[src/rtl/bus_arbiter.sv]
// Round-robin arbiter between the per-CPU L1 request lines and the MESI bus controller.
// Optional build macro BUS_ARB_EVICT_PRIORITY_EN: pending evictions win over all other request types.
module bus_arbiter #(
    parameter int CPUS          = 4,
    parameter int CPU_ID_LENGTH = $clog2(CPUS)
) (
    input  logic                     CLK,
    input  logic                     nRST,
    input  logic [CPUS-1:0]          dREN,
    input  logic [CPUS-1:0]          dWEN,
    input  logic [CPUS-1:0]          ccwrite,
    input  logic                     req_ready,
    input  logic                     txn_done,
    output logic                     req_valid,
    output logic [CPU_ID_LENGTH-1:0] req_cpu,
    output logic [1:0]               req_type,
    output logic [CPUS-1:0]          grant,
    output logic                     busy,
    output logic [1:0]               dbg_state_o,
    output logic [CPU_ID_LENGTH-1:0] dbg_rr_ptr_o
);

    // Handshake: the controller takes a transaction on a rising edge where req_valid and
    // req_ready are both high; req_cpu/req_type stay stable from offer until txn_done.
    typedef enum logic [1:0] {S_IDLE = 2'd0, S_OFFER = 2'd1, S_BUSY = 2'd2, S_RELEASE = 2'd3} state_t;

    localparam logic [1:0] T_INV = 2'd0, T_READ = 2'd1, T_READX = 2'd2, T_EVICT = 2'd3;
`ifdef BUS_ARB_EVICT_PRIORITY_EN
    localparam bit EVICT_PRIO = 1'b1;
`else
    localparam bit EVICT_PRIO = 1'b0;
`endif

    state_t                   state_q, state_d;
    logic [CPU_ID_LENGTH-1:0] rr_ptr_q, rr_ptr_d;
    logic [CPU_ID_LENGTH-1:0] req_cpu_q, req_cpu_d;
    logic [1:0]               req_type_q, req_type_d;
    logic                     req_valid_q, req_valid_d;

    logic [CPUS-1:0]          pending, mask, cand;
    logic                     win_found;
    logic [CPU_ID_LENGTH-1:0] win_idx;
    logic [1:0]               win_type;

    assign pending = dREN | dWEN | ccwrite;

    // The CPU just served is masked in RELEASE: its lines may lag txn_done by a cycle.
    always_comb begin
        int idx;
        logic [CPU_ID_LENGTH-1:0] idx_b;
        mask = '0;
        for (int i = 0; i < CPUS; i++) begin
            mask[i] = (state_q == S_RELEASE) && (req_cpu_q == CPU_ID_LENGTH'(i));
        end
        cand = pending & ~mask;
        if (EVICT_PRIO && (|(dWEN & ~mask))) begin
            cand = dWEN & ~mask;
        end
        win_found = 1'b0;
        win_idx   = '0;
        idx       = 0;
        idx_b     = '0;
        for (int i = 0; i < CPUS; i++) begin
            idx = int'(rr_ptr_q) + i;
            if (idx >= CPUS) idx = idx - CPUS;
            idx_b = idx[CPU_ID_LENGTH-1:0];
            if (!win_found && cand[idx_b]) begin
                win_found = 1'b1;
                win_idx   = idx_b;
            end
        end
        if (dWEN[win_idx])                         win_type = T_EVICT;
        else if (dREN[win_idx] && ccwrite[win_idx]) win_type = T_READX;
        else if (dREN[win_idx])                    win_type = T_READ;
        else                                       win_type = T_INV;
    end

    always_comb begin
        state_d     = state_q;
        rr_ptr_d    = rr_ptr_q;
        req_cpu_d   = req_cpu_q;
        req_type_d  = req_type_q;
        req_valid_d = req_valid_q;
        case (state_q)
            S_IDLE, S_RELEASE: begin
                state_d = S_IDLE;
                if (win_found) begin
                    state_d     = S_OFFER;
                    req_cpu_d   = win_idx;
                    req_type_d  = win_type;
                    req_valid_d = 1'b1;
                end
            end
            S_OFFER: begin
                if (req_ready) begin
                    state_d     = S_BUSY;
                    req_valid_d = 1'b0;
                    rr_ptr_d    = (req_cpu_q == CPU_ID_LENGTH'(CPUS - 1)) ? '0
                                                                          : req_cpu_q + CPU_ID_LENGTH'(1);
                end else if (!pending[req_cpu_q]) begin
                    state_d     = S_IDLE;
                    req_valid_d = 1'b0;
                end
            end
            S_BUSY: begin
                if (txn_done) state_d = S_RELEASE;
            end
            default: state_d = S_IDLE;
        endcase
    end

    always_ff @(posedge CLK or negedge nRST) begin
        if (!nRST) begin
            state_q     <= S_IDLE;
            rr_ptr_q    <= '0;
            req_cpu_q   <= '0;
            req_type_q  <= T_INV;
            req_valid_q <= 1'b0;
        end else begin
            state_q     <= state_d;
            rr_ptr_q    <= rr_ptr_d;
            req_cpu_q   <= req_cpu_d;
            req_type_q  <= req_type_d;
            req_valid_q <= req_valid_d;
        end
    end

    always_comb begin
        grant = '0;
        if (state_q == S_OFFER || state_q == S_BUSY) begin
            for (int i = 0; i < CPUS; i++) begin
                grant[i] = (req_cpu_q == CPU_ID_LENGTH'(i));
            end
        end
    end

    assign req_valid    = req_valid_q;
    assign req_cpu      = req_cpu_q;
    assign req_type     = req_type_q;
    assign busy         = (state_q == S_BUSY);
    assign dbg_state_o  = state_q;
    assign dbg_rr_ptr_o = rr_ptr_q;

endmodule

[config.mk]
export PLATFORM = sky130hd
export DESIGN_NAME = bus_arbiter
export DESIGN_NICKNAME = d
export VERILOG_FILES = /design/src/rtl/bus_arbiter.sv
export SDC_FILE = /design/constraint.sdc
export NUM_CORES = 1
export LEC_CHECK = 0
export BUFFER_PORTS_ARGS = -buffer_cell sky130_fd_sc_hd__buf_4
export CAP_MARGIN = 20
export CORE_MARGIN = 5
export CORE_UTILIZATION = 49
export DETAILED_ROUTE_END_ITERATION = 7
export PLACE_DENSITY = 0.78
export REMOVE_ABC_BUFFERS = 1
export SLEW_MARGIN = 30
export SYNTH_ARGS = -nofsm -noshare
export SYNTH_HDL_FRONTEND = slang
export SYNTH_SLANG_ARGS = --single-unit
export TNS_END_PERCENT = 5
[constraint.sdc]
create_clock -name CLK -period 2.5 [get_ports CLK]
set_clock_uncertainty 0.1 [all_clocks]
set_input_delay 0.125 -clock CLK [delete_from_list [all_inputs] [get_ports CLK]]
set_output_delay 0.125 -clock CLK [all_outputs]
set_load 0.05 [all_outputs]
Word-level counts from Yosys, hierarchy flattened

Cells that the tools add are included.

Register bits: 9
Bits of input ports: 16
Output and inout bits: 14
Word-level logic and storage cells: 98

Add/subtract/negate cells: 8
Order comparisons: 10
Equality and inequality tests: 9
Mux-type cells: 42
Bitwise operators: 4
Reductions and logical operators: 20

Operator list:

| kind                                                        | number |
|---|---|
| 2-to-1 mux 2 bit                                            | 14 |
| less-than comparator 2 x 3 -> 1 bit (second input constant) | 6 |
| 2-to-1 mux 1 bit                                            | 17 |
| binary-select mux 1 bit (select 2 bit)                      | 8 |
| >= comparator 3 bit (second input constant)                 | 3 |
| == test 2 bit (second input constant)                       | 4 |
| logical AND 1 bit                                           | 8 |
| bitwise OR 4 bit                                            | 2 |
| subtractor 2 x 1 -> 2 bit (second input constant)           | 4 |
| adder 2 x 2 -> 3 bit (second input constant)                | 2 |
| case mux 2 bit (3 select lines)                             | 1 |
| AND reduction 2 bit                                         | 3 |
| bitwise AND 4 bit                                           | 1 |
| == test 2 x 1 -> 1 bit (second input constant)              | 2 |
| logical NOT 2 bit                                           | 2 |
| 2-to-1 mux 4 bit                                            | 1 |
| != test 2 bit (second input constant)                       | 2 |
| inverter 4 bit                                              | 1 |
| adder 2 x 1 -> 3 bit (second input constant)                | 1 |
| >= comparator 2 x 3 -> 1 bit (second input constant)        | 1 |
| logical NOT 1 bit                                           | 3 |
| != test 3 bit (second input constant)                       | 1 |
| AND reduction 3 bit                                         | 1 |
| adder 2 x 1 -> 2 bit (second input constant)                | 1 |
| other kinds (4)                                             | 4 |

Longest topological paths before layout

Gate-level depths: netlist (run 1).

Depth in word-level cells: 21
Gate-level depth with buffers: 10
Gate-level depth less buffers: 9

Worst setup path after synthesis (run 1)

OpenSTA, ideal clock, no wires.

Kind: register to register
Start point: register req_cpu_q[0] (netlist: req_cpu[0])
End point: register req_type_q[0] (netlist: req_type[0])
Library setup time: 126 ps
Data arrival time: 2285 ps
Data required time: 2274 ps
Setup slack: -12 ps
Cell stages (with the launch flop): 10
Buffers on the path: 0
Period minus slack after synthesis: 2512 ps
Cells stage by stage: dfrtp_1 inv_1 ha_1 a21boi_2 o2bb2ai_1 a21oi_2 o22a_2 mux2_4 o22ai_2 a21oi_1

Cells in the longest elaborated chain, start to end: 21
Elaborated cells between the ends (all ways): 43
Those cells by class: 3 x eq/ne; 25 x mux; 2 x bitwise; 13 x reduce/logical

Ends and longest elaborated chain:

| element                                                   | line   | text |
|---|---|---|
| from (decl)                                               | 36     | `logic [CPU_ID_LENGTH-1:0] req_cpu_q, req_cpu_d;` |
| from (signal assigned)                                    | 122    | `req_cpu_q <= req_cpu_d;` |
| == test 2 x 1 -> 1 bit (tied with other cells)            | 53     | `mask[i] = (state_q == S_RELEASE) && (req_cpu_q == CPU_ID_LENGTH'(i));` |
| logical AND 1 bit                                         | 53     |  |
| inverter 4 bit (*)                                        | 55     | `cand = pending & ~mask;` |
| bitwise AND 4 bit (*)                                     | 55     |  |
| binary-select mux 1 bit (select 2 bit)                    | 67     | `if (!win_found && cand[idx_b]) begin` |
| 2-to-1 mux 1 bit (not written as such)                    | 67     |  |
| 2-to-1 mux 1 bit                                          | 67     |  |
| logical NOT 1 bit                                         | 67     |  |
| [5 not listed]                                            | --     |  |
| logical NOT 1 bit                                         | 67     |  |
| logical AND 1 bit                                         | 67     |  |
| 2-to-1 mux 2 bit                                          | 67     |  |
| binary-select mux 1 bit (select 2 bit) (on tied branches) | 73, 74 |  |
| 2-to-1 mux 1 bit (on tied branches)                       | 73, 74 |  |
| 2-to-1 mux 1 bit or logical AND 1 bit (tied branches)     | 74, 73 |  |
| 2-to-1 mux 2 bit                                          | 73     | `else if (dREN[win_idx] && ccwrite[win_idx]) win_type = T_READX;` |
| 2-to-1 mux 2 bit                                          | 72     | `if (dWEN[win_idx]) win_type = T_EVICT;` |
| to (signal assigned)                                      | 123    | `req_type_q <= req_type_d;` |
| to (decl)                                                 | 37     | `logic [1:0] req_type_q, req_type_d;` |

Every way passes the cells marked *; elsewhere a longest branch is shown, timed or not. The select of a mux whose other input is x is not followed.
A chain may end at the register's enable or synchronous reset.

Worst setup path in the final report (run 1)

Start point: register req_cpu_q[0] (netlist: req_cpu[0])
End point: register req_type_q[1] (netlist: req_type[1])

Cells in the longest elaborated chain, start to end: 21
Elaborated cells between the ends (all ways): 42
Those cells by class: 3 x eq/ne; 24 x mux; 2 x bitwise; 13 x reduce/logical

Ends and longest elaborated chain:

| element                                        | line |
|---|---|
| == test 2 x 1 -> 1 bit (tied with other cells) | 53 |
| logical AND 1 bit                              | 53 |
| inverter 4 bit (*)                             | 55 |
| bitwise AND 4 bit (*)                          | 55 |
| binary-select mux 1 bit (select 2 bit)         | 67 |
| 2-to-1 mux 1 bit (not written as such)         | 67 |
| 2-to-1 mux 1 bit                               | 67 |
| logical NOT 1 bit                              | 67 |
| [5 not listed]                                 | -- |
| logical NOT 1 bit                              | 67 |
| logical AND 1 bit                              | 67 |
| 2-to-1 mux 2 bit                               | 67 |
| binary-select mux 1 bit (select 2 bit)         | 73 |
| 2-to-1 mux 1 bit (not written as such)         | 73 |
| logical AND 1 bit                              | 73 |
| 2-to-1 mux 2 bit                               | 73 |
| 2-to-1 mux 2 bit                               | 72 |

Marks and branches as above.

==> reports/qor.yml, run 1 <==
gp_congestion: 0.9899
r2r-start: "req_cpu[0]"
grt_max_degree: 10
grt_pass1_vias: 841
via_per_inst: 5.610
dr.pass1.iters: 4
fmax_ghz: 0.4321
cts_max_level: 1
async_flop_share_pct: 100.0
worstSetupEndpoint: "req_type[1]"
cts_buffer_depth: 2
synth_seq_cells: 9
area_growth_pct: 34.20
rsz0062_at_grt: "no"
start_util_pct: 50.99
yosysSeqAreaShare_pct: 25.86
ant_nets: 0
total_power_mw: 1.660
cap_viol_max_count: 0
dp_hpwl_um: 1958
fin_crit_ns: 2.314
slew_headroom_pct: 69.45
cts.clk_slew.worst_paths_ns: 0.06
synth-xor-area-share_pct: 0
die_h_um: 52.16
rows: 15
syn_area_um2: 870.8
endpoint_kind: "flop"
avgSynthCellArea_um2: 8.796
placeableCoreArea_um2: 1708
synth_warnings: 0
yosysUniqueCellTypes: 40
drc_errors: 0
root_buffer: "clkbuf_4"
worstSetupStartpoint: "req_cpu[0]"
fin_crit_sh_pct: 92.58
post_cts_resized: 0
synth_edf_count: 0
finalHoldViolations: 0
hold_class: "input pin to asynchronous set/reset pin"
slew_viol_final: 0
yosys.area_share.simple_pct: 28.02
cp_max_fo: 5
r2r_end: "req_type[1]"
status: "finished clean"
io_pins: 30
postCtsSetupRepairBufs: 0
antenna_cells: 0
syn_inst: 99
fin_util_pct: 68.42
ys.flop_type: "dfrtp_1"
cts_tree: "yes"
synth_compound_area_share_pct: 26.58
antenna_found_initial: 0
worst_slew_pin_slew_ns: 0.4583
fin_cells: 159
grt_pass1_wl_um: 3719
final_common_cell: "buf_4"
clkLatencyLatePin_ns: 0.26
p_leak_nw: 0.5420
dp_cells: 154
ff2ff_path_depth: 9
yosys.area_share.adder_pct: 10.06
rrSetupSlack_ns: 0.19
crit_path_start_kind: "flop"
peakVddDrop_uv: 805.5
fillers: 154
drt_iter0_markers: 25
synth_top_family_by_area: "simple AND/OR/NAND/NOR gates"
cp.required_ns: 2.54
drive_gt1_share_pct: 39.55
p_per_area_nw_per_um2: 1420
worstPathArrival_ns: 2.36
fin_nets: 158
numCtsBuffers: 3
grt_overflow_total: 0
grt_usage_pct: 18.29
final_cell_mix: "buf_4 (31), a21oi_1 (10), dfrtp_1 (9)"
path_class: "flop to flop"
wl_per_cell_um: 14.79
fp.dieW_um: 52.16
num_vias: 892
finalSetupViolCount: 0
finalWirelength_um: 2352
port_buffers: 29
die-area_um2: 2720
cts.sinks: 9
muxShareOfSynthArea_pct: 6.897
-- synth_stat cells (all sizes together) (2+ instances only) --
| library cell | count | area (um^2) |
|---|---|---|
| nor3 | 5 | 30.03 |
| inv | 5 | 18.77 |
| o22ai | 3 | 25.02 |
| nand2 | 6 | 22.52 |
| a21o | 2 | 16.27 |
| and3 | 2 | 17.52 |
| o21ai | 9 | 45.04 |
| mux2 | 3 | 37.53 |
| a21oi | 11 | 58.81 |
| ha | 7 | 87.58 |
| o22a | 2 | 20.02 |
| dfrtp | 9 | 225.2 |
| nand3 | 8 | 45.04 |
| or3 | 2 | 22.52 |
| nor2 | 6 | 25.03 |
| nor2b | 5 | 31.28 |
-- flip-flops by register name (all words and copies together), names as in the netlist --
signal / count
dbg_rr_ptr_o: 2
dbg_state_o: 2
req_cpu: 2
req_type: 2
req_valid: 1
-- layer usage --
metal / part of all wire (%) / vias to the layer above / track usage [%]
li1: - / 439 / -
met1: 45 / 411 / 25.53
met2: 47 / 40 / 27.82
met3: 7.1 / 2 / 2.292
met4: 1.0 / 0 / 8.511
met5: 0 / - / 0
-- worst max-delay path, stage by stage (launching register included) --
cell	delay (ns)
dfrtp_1	0.42
inv_1	0.11
ha_1	0.26
a21boi_2	0.18
o2bb2ai_1	0.17
a21oi_2	0.09
o22a_2	0.27
mux2_4	0.31
o22ai_2	0.18
a21oi_1	0.09
-- where the power goes --
| group | switching (mW) | internal [mW] |
|---|---|---|
| sequential | 0.0843 | 0.218 |
| combinational | 0.790 | 0.457 |
| clock | 0.0512 | 0.0590 |
-- logic make-up (layout without fill, tap and decap cells) --
group                      Yosys count  count (layout)
and+or+nand+nor                     39              39
AOI/OAI and AO/OA                   34              34
DFF                                  9               9
adders and majority gates            7               7
buffers and inverters                6              41
muxes                                4               4
-- timing repair --
item	CTS	global route
hold endpoints to repair	9	0
hold buffers	1	0
endpoints found under the setup margin	0	0
-- worst min-delay path by stage --
stage                     start         endpoint  slack (ns)
after detailed placement   nRST      req_type[1]       -0.15
after global placement     nRST      req_type[1]       -0.15
after floorplan            nRST  dbg_rr_ptr_o[0]       -0.27
final                      nRST       req_cpu[0]        0.11
after global routing       nRST       req_cpu[0]        0.13
after CTS                  nRST       req_cpu[0]        0.10
-- stage by stage --
| stage | setup slack, ns | TNS (ns) | cell area, um^2 | hold WS, ns |
|---|---|---|---|---|
| after floorplan | -0.01176 | -0.02351 | 867.1 | -0.2706 |
| after global placement | 0.2940 | 0 | 1131 | -0.1522 |
| after detailed placement | 0.2136 | 0 | 1131 | -0.1499 |
| after CTS | 0.1971 | 0 | 1169 | 0.1029 |
| after global routing | 0.05748 | 0 | 1169 | 0.1308 |
| final | 0.1856 | 0 | 1169 | 0.1141 |
-- final cells by class --
cell class | instances | area [um^2] | share of cell area [%]
inverters | 5 | 18.77 | 1.606
flip-flops and latches | 9 | 225.2 | 19.27
clock inverters | 1 | 5.005 | 0.4283
well taps | 25 | 31.28 | 2.677
multi-input cells | 84 | 623.1 | 53.32
repair buffers | 32 | 242.7 | 20.77
clock buffers | 3 | 22.52 | 1.927
Note: power is estimated with default switching activity, not from simulation.
==> run 2: changes to the inputs <==
- BUFFER_PORTS_ARGS: -buffer_cell sky130_fd_sc_hd__buf_4 -> -buffer_cell sky130_fd_sc_hd__buf_2
- MAX_ROUTING_LAYER: not set -> met4
==> reports/qor.yml, run 2 (synthesis results as in run 1) <==
fp.dieW_um: 52.16
finalWirelength_um: 2224
cts_max_level: 1
start_util_pct: 50.99
p_leak_nw: 0.5161
drc_errors: 0
finalWorstSetupSlack_ns: 0.1218
ant_nets: 0
cts_buffer_depth: 2
worstPathArrival_ns: 2.41
finalHoldViolations: 0
worst_slew_pin_slew_ns: 0.4656
hold_class: "input pin to flop"
fmax_ghz: 0.4205
dr.pass1.iters: 4
cap_viol_max_count: 0
numCtsBuffers: 3
drt_iter0_markers: 24
drive_gt1_share_pct: 39.10
power_frac_comb_pct: 74.0
cp.required_ns: 2.53
postCtsSetupRepairBufs: 0
rows: 15
dp_hpwl_um: 1862
fin_crit_sh_pct: 95.13
slew_headroom_pct: 68.96
clkLatencyLatePin_ns: 0.25
antenna_cells: 0
finalSetupViolCount: 0
grt_overflow_total: 0
p_per_area_nw_per_um2: 1445
die_h_um: 52.16
clockPowerShare_pct: 6.8
status: "finished clean"
port_buffers: 29
fin_util_pct: 63.74
num_vias: 875
fin_crit_ns: 2.378
rsz0062_at_grt: "yes"
antenna_found_initial: 0
final_common_cell: "buf_2"
wl_per_cell_um: 14.08
die-area_um2: 2720
grt_pass1_vias: 833
cts_tree: "yes"
final_cell_mix: "buf_2 (29), a21oi_1 (10), dfrtp_1 (9)"
gp_congestion: 0.9635
place_ws_ns: 0.1820
crit_path_start_kind: "flop"
endpoint_kind: "flop"
cts.sinks: 9
root_buffer: "clkbuf_4"
grt_usage_pct: 17.17
p_int_mw: 0.6652
path_class: "flop to flop"
io_pins: 30
grt_max_degree: 10
p_sw_mw: 0.9082
post_cts_resized: 0
fillers: 162
peakVddDrop_uv: 862.3
fin_nets: 157
grt_pass1_wl_um: 3450
cp_max_fo: 7
slew_viol_final: 0
cts.clk_slew.worst_paths_ns: 0.06
area_growth_pct: 25.00
placeableCoreArea_um2: 1708
via_per_inst: 5.538
switching_share_pct: 57.72
seqPwrFrac_pct: 19.2
run 2: cell types whose count changed in the layout (fill, tap and decap cells not counted):
cell   previous run  this run
buf_4            31         1
buf_2             0        29
run 2: routing by layer:
metal	part of all wire (%)	GRT usage, %
met1	44	21.31
met3	5.5	1.146
met4	0.36	5.532
met2	50	29.71
met5	0	-
run 2: repair_timing:
action	in CTS	in global routing
endpoints found under the hold margin	9	0
hold buffers	1	0
setup endpoints to repair	0	1
run 2: path summary, 6_finish.rpt:
kind / from / end / slack [ns] / depth (start not counted)
worst max-delay path: dbg_state_o[0] / req_type[1] / 0.12 / 7
worst min-delay path: txn_done / dbg_state_o[0] / 0.13 / 4
worst max register to register: dbg_state_o[0] / req_type[1] / 0.12 / 7
worst min register to register: req_type[0] / req_type[0] / 0.42 / 2
max in group asynchronous: nRST / dbg_rr_ptr_o[0] / 1.98 / 2
min in group asynchronous: nRST / req_cpu[0] / 0.14 / 2
run 2: area by class of cell:
| type | instances | area [um^2] | area share [%] |
|---|---|---|---|
| clock buffer | 3 | 22.52 | 2.069 |
| multi-input combinational | 84 | 623.1 | 57.24 |
| tap | 25 | 31.28 | 2.874 |
| clock inverter | 1 | 5.005 | 0.4598 |
| timing repair buffer | 31 | 162.7 | 14.94 |
| sequential | 9 | 225.2 | 20.69 |
| inverter | 5 | 18.77 | 1.724 |
run 2: metrics by stage:
| step | power, mW | hold slack, ns | cell area [um^2] | cells | setup TNS [ns] |
|---|---|---|---|---|---|
| floorplan | 1.183 | -0.2706 | 867.1 | 98 | -0.02351 |
| global placement | 1.443 | -0.1191 | 1051 | 153 | 0 |
| detailed placement | 1.457 | -0.1182 | 1051 | 153 | 0 |
| CTS | 1.576 | 0.1174 | 1089 | 158 | 0 |
| global route | 1.684 | 0.1494 | 1089 | 158 | -0.003600 |
| finish | 1.573 | 0.1266 | 1089 | 158 | 0 |
run 2: worst max-delay path, stage by stage, from the launching register on:
cell,delay (ns)
dfrtp_1,0.43
ha_1,0.31
a21oi_1,0.44
nor4b_2,0.14
nor2b_1,0.35
o21ai_0,0.18
o22ai_2,0.21
a21oi_1,0.09
run 2: power by group through the flow:
stage,logic [mW],registers (mW),clock network (mW)
after floorplan,0.663,0.520,0
after global placement,1.15,0.297,0
after detailed placement,1.15,0.303,0
after CTS,1.16,0.300,0.112
after global routing,1.25,0.314,0.118
final,1.16,0.302,0.107
==> run 3: changes to the inputs <==
- BUFFER_PORTS_ARGS: -buffer_cell sky130_fd_sc_hd__buf_2 -> not set
- CORE_UTILIZATION: 49 -> 60
- DONT_BUFFER_PORTS: not set -> 1
- PLACE_DENSITY: 0.78 -> 0.76
==> reports/qor.yml, run 3 (synthesis results as in run 1) <==
status: "finished clean"
grt_overflow_total: 0
numCtsBuffers: 3
drive_gt1_share_pct: 29.31
cts_buffer_depth: 2
placed_area_um2: 975.9
grt_usage_pct: 26.47
drt_iter0_markers: 38
cap_viol_max_count: 0
fmax_ghz: 0.4168
fin_nets: 140
antenna_found_initial: 0
worstPathArrival_ns: 2.44
clkLatencyLatePin_ns: 0.27
grt_pass1_vias: 863
final_cell_mix: "buf_4 (12), a21oi_1 (10), dfrtp_1 (8)"
area_growth_pct: 17.53
num_vias: 857
clockPowerShare_pct: 7.2
fp.dieW_um: 48.10
rows: 13
power_frac_comb_pct: 70.0
peakVddDrop_uv: 1033
die-area_um2: 2313
dr.pass1.iters: 4
dp_cells: 125
ant_nets: 0
slew_viol_final: 0
p_per_area_nw_per_um2: 1581
hold_depth: 2
hp-start: "req_ready"
ff2ff_path_depth: 9
start_util_pct: 65.29
p_sw_mw: 0.9263
worst_slew_pin_slew_ns: 0.4958
rsz0062_at_grt: "no"
wl_per_cell_um: 19.66
cts_tree: "yes"
cp.required_ns: 2.54
fin_crit_sh_pct: 95.98
io_pins: 30
cts_max_level: 1
hold_class: "input pin to flop"
finalHoldViolations: 0
path_class: "flop to flop"
fillers: 103
final_common_cell: "buf_4"
worstSetupStartpoint: "req_cpu[0]"
final_area_um2: 1023
seqPwrFrac_pct: 22.8
cts.clk_slew.worst_paths_ns: 0.07
drc_errors: 0
switching_share_pct: 57.24
grt_max_degree: 10
cp_max_fo: 5
fin_crit_ns: 2.399
cts.sinks: 9
port_buffers: 0
root_buffer: "clkbuf_4"
postCtsSetupRepairBufs: 0
finalSetupViolCount: 0
gp_congestion: 0.8504
via_per_inst: 6.542
grt_pass1_wl_um: 4029
antenna_cells: 0
p_leak_nw: 0.4508
multi_input_area_um2: 623.1
placeableCoreArea_um2: 1334
seq_area_um2: 226.5
slew_headroom_pct: 66.95
finalWirelength_um: 2575
endpoint_kind: "flop"
die_h_um: 48.10
dp_hpwl_um: 2099
p_int_mw: 0.6919
total_power_mw: 1.618
fin_cells: 131
r2r-start: "req_cpu[0]"
crit_path_start_kind: "flop"
## run 3: power groups by stage
stage | clock network, mW | registers [mW] | logic, mW
floorplan | 0 | 0.520 | 0.663
global placement | 0 | 0.366 | 1.09
detailed placement | 0 | 0.370 | 1.12
CTS | 0.117 | 0.367 | 1.13
global route | 0.126 | 0.379 | 1.22
finish | 0.117 | 0.369 | 1.13
## run 3: final timing paths
check / endpoint / slack, ns
min reg2reg: dbg_rr_ptr_o[0] / 0.43
max reg2reg: req_type[0] / 0.10
max: req_type[0] / 0.10
min: dbg_rr_ptr_o[0] / 0.007
min in group asynchronous: dbg_state_o[0] / 0.14
max in group asynchronous: req_cpu[0] / 1.81
## run 3: through the flow
| stage | hold slack (ns) | TNS, ns | setup slack [ns] | utilization [%] |
|---|---|---|---|---|
| after detailed placement | -0.2704 | 0 | 0.07631 | 73.17 |
| after global routing | 0.02229 | 0 | 0.002915 | 76.74 |
| after floorplan | -0.2706 | -0.02351 | -0.01176 | - |
| after CTS | 0.005625 | 0 | 0.06437 | 76.64 |
| final | 0.007399 | 0 | 0.1005 | 76.74 |
| after global placement | -0.2704 | 0 | 0.1942 | 73.17 |
## run 3: layout make-up
class | count | area share [%]
clock buffers | 4 | 2.567
inverters | 5 | 1.834
multi-input cells | 84 | 60.88
flip-flops and latches | 9 | 22.13
well taps | 15 | 1.834
repair buffers | 14 | 10.76
## run 3: worst max-delay path, cell delays in order, from the launching register on
cell	delay, ns
dfrtp_2	0.40
inv_1	0.11
ha_1	0.28
a21boi_2	0.20
o2bb2ai_1	0.19
a21oi_2	0.10
o22a_2	0.28
mux2_4	0.31
o22ai_2	0.21
a21oi_1	0.10
## run 3: what timing repair did
item | in CTS | in global routing
endpoints found under the hold margin | 10 | 0
gates resized for setup | 0 | 1
hold buffers | 2 | 0
setup endpoints to repair | 0 | 2
## run 3: per-layer routing
metal | track usage (%) | routed length, um
met1 | 31.29 | 1062
met2 | 42.48 | 1294
met3 | 9.225 | 204
met4 | 7.527 | 12
met5 | - | 0
